`config.mk`:
```
export PLATFORM = sky130hd
export DESIGN_NAME = neuron_sequencer
export DESIGN_NICKNAME = d
export VERILOG_FILES = /design/src/rtl/neuron_pkg.sv /design/src/rtl/neuron_act.sv /design/src/rtl/neuron_sequencer.sv
export SDC_FILE = /design/constraint.sdc
export NUM_CORES = 1
export LEC_CHECK = 0
export BUFFER_PORTS_ARGS = -buffer_cell sky130_fd_sc_hd__buf_2
export CORE_UTILIZATION = 54
export DETAILED_ROUTE_END_ITERATION = 10
export PLACE_DENSITY = 0.86
export REMOVE_ABC_BUFFERS = 1
export SETUP_SLACK_MARGIN = 0.3
export SKIP_CTS_REPAIR_TIMING = 1
export SYNTH_ARGS = -nofsm -noshare
export SYNTH_HDL_FRONTEND = slang
export SYNTH_SLANG_ARGS = --single-unit
```
`constraint.sdc`:
```
create_clock -name clk -period 5.95 [get_ports clk]
set_input_delay 0.2975 -clock clk [delete_from_list [all_inputs] [get_ports clk]]
set_output_delay 0.2975 -clock clk [all_outputs]
set_load 0.02 [all_outputs]
```
`src/rtl/neuron_pkg.sv`:
```
// Shared types and widths for the neuron sequencer block.
// Latency: n/a (declarations only).
// Backpressure: n/a.
package neuron_pkg;

    // Width of activations, weights and the neuron result.
    localparam int DATA_W = 8;
    // Width of one full signed din*w product.
    localparam int PROD_W = 16;

    typedef enum logic [1:0] {
        IDLE     = 2'd0,
        ACCUM    = 2'd1,
        ACTIVATE = 2'd2,
        DONE     = 2'd3
    } state_t;

endpackage

```
`src/rtl/neuron_act.sv`:
```
// Activation stage: saturates the shifted accumulator to signed 8 bits,
// optionally clamping negatives to zero when NEURON_SEQ_RELU_EN is defined.
// Latency: combinational. Backpressure: none.
// Ports: shifted (ACC_W signed in), act_out (DATA_W signed out).
module neuron_act
    import neuron_pkg::*;
#(
    parameter int ACC_W = 20
) (
    input  logic signed [ACC_W-1:0]  shifted,
    output logic signed [DATA_W-1:0] act_out
);

    localparam logic signed [ACC_W-1:0] SAT_MAX = ACC_W'(127);
    localparam logic signed [ACC_W-1:0] SAT_MIN = ACC_W'(-128);

    always_comb begin
        act_out = shifted[DATA_W-1:0];
`ifdef NEURON_SEQ_RELU_EN
        if (shifted < 0) begin
            act_out = '0;
        end else if (shifted > SAT_MAX) begin
            act_out = 8'sd127;
        end
`else
        if (shifted > SAT_MAX) begin
            act_out = 8'sd127;
        end else if (shifted < SAT_MIN) begin
            act_out = -8'sd128;
        end
`endif
    end

endmodule

```
`src/rtl/neuron_sequencer.sv`:
```
// Neuron evaluation sequencer: on start, accumulates N_INPUTS signed din*w
// products, shifts right by SHIFT, applies activation and holds the result.
// Latency: result valid 2 cycles after the last accepted beat.
// Backpressure: din_ready only in ACCUM; result held until out_ready.
// Ports: clk, rst (sync, active-high), start, din_valid/din_ready/din/w,
// out_valid/out_ready/out, busy. Build option: NEURON_SEQ_RELU_EN.
module neuron_sequencer
    import neuron_pkg::*;
#(
    parameter int N_INPUTS = 4,
    parameter int ACC_W    = 20,
    parameter int SHIFT    = 4
) (
    input  logic                     clk,
    input  logic                     rst,
    input  logic                     start,
    input  logic                     din_valid,
    output logic                     din_ready,
    input  logic signed [DATA_W-1:0] din,
    input  logic signed [DATA_W-1:0] w,
    output logic                     out_valid,
    input  logic                     out_ready,
    output logic signed [DATA_W-1:0] out,
    output logic                     busy
);

    localparam int CNT_W = $clog2(N_INPUTS + 1);

    state_t                    state_q, state_d;
    logic signed [ACC_W-1:0]   acc_q, acc_d;
    logic [CNT_W-1:0]          cnt_q, cnt_d;
    logic signed [DATA_W-1:0]  out_q, out_d;
    logic                      din_ready_q, out_valid_q, busy_q;

    logic signed [PROD_W-1:0]  prod;
    logic signed [ACC_W-1:0]   shifted;
    logic signed [DATA_W-1:0]  act_out;

    assign prod    = din * w;
    assign shifted = acc_q >>> SHIFT;

    neuron_act #(
        .ACC_W (ACC_W)
    ) u_act (
        .shifted (shifted),
        .act_out (act_out)
    );

    always_comb begin
        state_d = state_q;
        acc_d   = acc_q;
        cnt_d   = cnt_q;
        out_d   = out_q;
        case (state_q)
            IDLE: begin
                if (start) begin
                    state_d = ACCUM;
                    acc_d   = '0;
                    cnt_d   = '0;
                end
            end
            ACCUM: begin
                if (din_valid && din_ready_q) begin
                    acc_d = acc_q + {{(ACC_W-PROD_W){prod[PROD_W-1]}}, prod};
                    cnt_d = cnt_q + CNT_W'(1);
                    if (cnt_q == CNT_W'(N_INPUTS - 1)) begin
                        state_d = ACTIVATE;
                    end
                end
            end
            ACTIVATE: begin
                out_d   = act_out;
                state_d = DONE;
            end
            DONE: begin
                if (out_ready) begin
                    state_d = IDLE;
                end
            end
            default: state_d = IDLE;
        endcase
    end

    // Handshake outputs are registered from the next state so they line up
    // exactly with the state they describe.
    always_ff @(posedge clk) begin
        if (rst) begin
            state_q     <= IDLE;
            acc_q       <= '0;
            cnt_q       <= '0;
            out_q       <= '0;
            din_ready_q <= 1'b0;
            out_valid_q <= 1'b0;
            busy_q      <= 1'b0;
        end else begin
            state_q     <= state_d;
            acc_q       <= acc_d;
            cnt_q       <= cnt_d;
            out_q       <= out_d;
            din_ready_q <= (state_d == ACCUM);
            out_valid_q <= (state_d == DONE);
            busy_q      <= (state_d != IDLE);
        end
    end

    assign din_ready = din_ready_q;
    assign out_valid = out_valid_q;
    assign out       = out_q;
    assign busy      = busy_q;

endmodule

```
### Yosys cells after proc, flatten, opt, wreduce, memory -nomap -nowiden

Index checks and enable logic that the tools add are counted.

| operators by class | value |
|---|---|
| $add $sub $neg | 2 |
| reductions and logical operators | 5 |
| mux-type cells | 13 |
| equal/unequal tests | 8 |
| order comparisons | 2 |
| $mul | 1 |

Operators with widths:

| cell | count |
|---|---|
| two-way mux 20 bit | 2 |
| case mux 20 bit (2 select lines) | 1 |
| adder 20 bit | 1 |
| greater-than comparator 16 x 8 -> 1 bit, second input constant | 1 |
| less-than comparator 16 x 8 -> 1 bit, second input constant | 1 |
| multiplier 8 x 8 -> 16 bit | 1 |
| two-way mux 8 bit | 2 |
| two-way mux 2 bit | 4 |
| case mux 2 bit (4 select lines) | 1 |
| == test 2 bit, second input constant | 3 |
| two-way mux 3 bit | 2 |
| case mux 3 bit (2 select lines) | 1 |
| == test 2 x 1 -> 1 bit, second input constant | 2 |
| inequality test 2 bit, second input constant | 2 |
| nonzero test 2 bit | 2 |
| adder 3 x 1 -> 3 bit, second input constant | 1 |
| == test 3 x 2 -> 1 bit, second input constant | 1 |
| AND reduction 3 bit | 1 |
| zero test 2 bit | 1 |
| logical AND 1 bit | 1 |

| word-level totals | value |
|---|---|
| bits of input ports | 21 |
| register bits after elaboration | 36 |
| output and inout port bits | 11 |

### Depth between registers and ports, before layout

| depth | value |
|---|---|
| word-level depth | 5 |
| depth in mapped cells | 28 |
| mapped depth without buffers | 28 |

### Modules after synthesis

Synthesis repeated with hierarchy kept, for this count alone.

| unflattened totals | value |
|---|---|
| cell total of the unflattened synthesis | 585 |
| area, all modules | 4,971.0 um^2 |

By module, submodules not included:

| module | area each (um^2) | seq. area each (um^2) | cells an instance | instances |
|---|---|---|---|---|
| neuron_sequencer | 4,849.7 | 720.7 | 569 | 1 |
| neuron_act | 121.4 | 0.0 | 16 | 1 |

### Least setup slack after synthesis

Ideal clock, no wire load.

| timing path | value |
|---|---|
| path kind | input -> register |
| from | input port din[3] |
| to | register acc_q[19] |
| setup time | 0.123 ns |
| slack | 0.168 ns |
| stages on the path | 26 |
| arrival time | 5.659 ns |
| path buffers | 0 |
| cells stage by stage | and2_1 -> fa_1 -> inv_1 -> fa_1 -> inv_1 -> fa_1 -> inv_1 -> fa_1 -> inv_1 -> ha_1 -> a21oi_1 -> o21bai_1 -> a21oi_1 -> o21bai_1 -> a21oi_1 -> xnor2_1 -> ha_1 -> and3_1 -> a221oi_1 -> nor2b_1 -> a311oi_2 -> a21oi_2 -> a31oi_4 -> xor2_2 -> a21oi_1 -> o22ai_1 |

| between the ends | value |
|---|---|
| word-level cells in the longest chain between the ends | 4 |

RTL lines:

| item | line | source |
|---|---|---|
| start: declaration | neuron_sequencer.sv:19 | `input logic signed [DATA_W-1:0] din,` |
| multiplier 8 x 8 -> 16 bit | neuron_sequencer.sv:39 | `assign prod = din * w;` |
| adder 20 bit | neuron_sequencer.sv:64 | `acc_d = acc_q + {{(ACC_W-PROD_W){prod[PROD_W-1]}}, prod};` |
| two-way mux 20 bit | neuron_sequencer.sv:63 | `if (din_valid && din_ready_q) begin` |
| case mux 20 bit (2 select lines) | neuron_sequencer.sv:54 | `case (state_q)` |
| end signal: assignment | neuron_sequencer.sv:89 | `acc_q <= '0;` |
| end signal: assignment | neuron_sequencer.sv:97 | `acc_q <= acc_d;` |
| end: declaration | neuron_sequencer.sv:30 | `logic signed [ACC_W-1:0] acc_q, acc_d;` |

No other way between the ends. The select of a mux whose other input is x is not followed.
A chain may end at the register's enable or synchronous reset.

### Worst setup path in the final report

| timing path | value |
|---|---|
| from | input port din[4] |
| to | register acc_q[19] |

Same word-level chain as after synthesis.

==> metrics.yaml <==
worst_setup_path:
  regToRegEndpoint: "acc_q[14]$_SDFFE_PP0P_"
  cp_num_cells: 27
  crit_path_end: "acc_q[19]$_SDFFE_PP0P_"
  crit-reg2reg-launch: "acc_q[0]$_SDFFE_PP0P_"
  ff2ff_setup_slack_ns: 3.26
  r2r_cells: 12
  crit_family: "adder cells"
  startpoint: "din[4]"
  critPathKind: "in2reg"
  critPathMaxFanout: 5
  required_ns: 6.16
  slowest_delay_ns: 0.55
  crit_path_start_kind: "input port"
  cp-end-kind: "flip-flop"
  path_buf_inv: 6
  cp_slowest_cell: "fa_1"
  cp.arrival_ns: 5.80
hold_path:
  hold_class: "in2reg"
  holdPathStages: 4
outcome:
  status: "finished, final reports clean"
floorplanning:
  start_util_pct: 56.4
  die_area_sq_um: 9050
  io-pin-count: 32
  die_y_um: 95.1
  fp.dieW_um: 95.1
  rows: 33
  core_sq_um: 8300
yosys:
  synthCells: 542
  synth_edf_count: 0
  synth_seq_cells: 36
  synth_area_sq_um: 4680
  synth_cell_types: 47
  yosys_warnings: 0
  ys_seq_area_share_pct: 15.4
  async_flop_share_pct: 0
  synth-main-ff-cell: "dfxtp_1"
  syn_area_per_cell_sq_um: 8.64
place:
  dp_cells: 707
  hpwlAfterDp_um: 8470
  io_buffers: 31
  gp_congestion: 0.837
global_routing:
  grt_use_total_pct: 23.4
  grt_overflow: 0
  antenna_found_initial: 0
  grt_pass1_wl_um: 16900
  grt_max_degree: 34
  grt_pass1_vias: 3976
final_layout:
  fillerInstances: 591
  syn_to_final_growth_pct: 18.9
  final_common_cell: "inv_1"
  finalNetCount: 741
  drive_above_1_share_pct: 20.4
  final_cell_mix: "inv_1 (91), fa_1 (53), ha_1 (44)"
  multi_input_area_sq_um: 3760
  regArea_sq_um: 721
  antennaDiodeCount: 0
  instances_no_fill: 719
power_and_ir_drop:
  power-per-cell-area_nw_per_um2: 557
  power_leakage_nw: 2.69
  ir_drop_v: 0.000348
detailed_routing:
  viasPerCell: 5.61
  wl_per_cell_um: 16.0
  routed_wl_um: 11500
  vias: 4035
  first_iter_violations: 199
  drcViolationCount: 0
  ant_nets: 0
  firstDrtPassIters: 5
clock_tree:
  path_clk_slew_ns: 0.07
  cts_tree: "done"
  cts_buffers: 5
  clkSinkCount: 36
  cts_root_buf: "clkbuf_8"
  clockBufferDepth: 2
  clock_latency_ns: 0.28
  htree_levels: 2
timing:
  max_clock_freq_mhz: 179
  fin_worst_skew_ns: 0.00289
  layout_min_cycle_time_ns: 5.59
  setup_viol: 0
  rsz0062_at_grt: "false"
  hold_viol_final: 0
  timing.hold.ws_ns: 0.345
  timing.slew.headroom_pct: 61.3
  worstMarginPinSlew_ns: 0.579
  fin_crit_sh_pct: 94.0
  final_max_slew_viol_count: 0
job:
  maxCapViolations: 0
## state kept, by name, indices dropped and copies added, names as in the netlist
name / cells
din_ready: 1
out: 8
state_q: 2
cnt_q: 3
out_valid: 1
acc_q: 20
busy: 1
## how the worst min path moves through the flow
stage,endpoint,slack (ns),startpoint
after CTS,out_valid$_SDFF_PP0_,0.34,out_ready
after global routing,out_valid$_SDFF_PP0_,0.38,out_ready
after floorplan,out[0]$_SDFFE_PP0P_,0.37,rst
after detailed placement,out[5]$_SDFFE_PP0P_,0.44,out[5]$_SDFFE_PP0P_
final,out_valid$_SDFF_PP0_,0.35,out_ready
after global placement,out[3]$_SDFFE_PP0P_,0.44,out[3]$_SDFFE_PP0P_
## routing by layer
layer / share of wire (%) / up-vias / GRT usage [%]
met4: 2.4 / 0 / 6.94
li1: - / 1905 / -
met3: 4.1 / 38 / 3.03
met5: 0 / - / 0
met2: 55 / 135 / 42.4
met1: 38 / 1957 / 28.9
## power by group
group          leakage, nW  internal, mW  switching, mW
Combinational         2.35          1.25           1.40
Sequential           0.292         0.257         0.0176
Clock               0.0455        0.0944         0.0821
Total                 2.69          1.60           1.50
## stage by stage
step | worst slack (ns) | cell area [sq um] | utilization (%) | setup TNS (ns) | power, mW
3_3_place_gp | -0.0339 | 5220 | 62.9 | -0.0339 | 2.34
5_1_grt | 0.152 | 5570 | 67.1 | 0 | 3.36
6_report | 0.356 | 5570 | 67.1 | 0 | 3.10
2_1_floorplan | 0.168 | 4650 | - | 0 | 1.86
3_5_place_dp | -0.217 | 5220 | 62.9 | -0.402 | 2.47
4_1_cts | 0.0616 | 5310 | 64.0 | 0 | 2.66
## final cells by class
class                           instances  share of cell area (%)
Multi-Input combinational cell        399                    67.6
Sequential cell                        36                    12.9
Tap cell                              105                    2.36
Clock buffer                            8                    1.62
Timing Repair Buffer                   72                    8.83
Inverter                               99                    6.67
## synth_stat cells, types with 3 or more instances
library cell,instances,area share (%)
a211oi_1,3,0.48
a21o_1,10,1.6
a21oi_1,36,3.8
a22o_1,4,0.75
a22oi_1,11,1.8
a31oi_1,3,0.40
and2_1,45,6.0
and3_1,3,0.40
clkbuf_1,8,0.64
dfxtp_1,36,15
fa_1,56,24
ha_1,51,14
inv_1,99,7.9
nand2_1,29,2.3
nand2b_1,8,1.1
nand4_1,3,0.40
nor2_1,40,3.2
nor2b_1,11,1.5
nor3_1,7,0.75
o21a_1,3,0.48
o21ai_0,15,1.6
o21bai_1,5,0.80
xnor2_1,22,4.1
xor2_1,8,1.5
## logic make-up (layout without fill, tap and decap cells)
| kind of cell | after synthesis | count (layout) | synth area share [%] |
|---|---|---|---|
| mux | 1 | 1 | 0.240 |
| flops | 36 | 36 | 15.4 |
| xor+xnor | 32 | 32 | 6.54 |
| fa+ha+maj | 107 | 107 | 37.6 |
| buf+inv | 107 | 179 | 8.57 |
| simple gates | 153 | 153 | 16.6 |
| compound gates | 106 | 106 | 15.1 |
## worst min-delay path: cells and delay by family
kind                   cells  cell delay, ns
buffers and inverters      1            0.08
AND/OR/NAND/NOR            3            0.21
No activity file was read; power rests on OpenSTA's default activity.
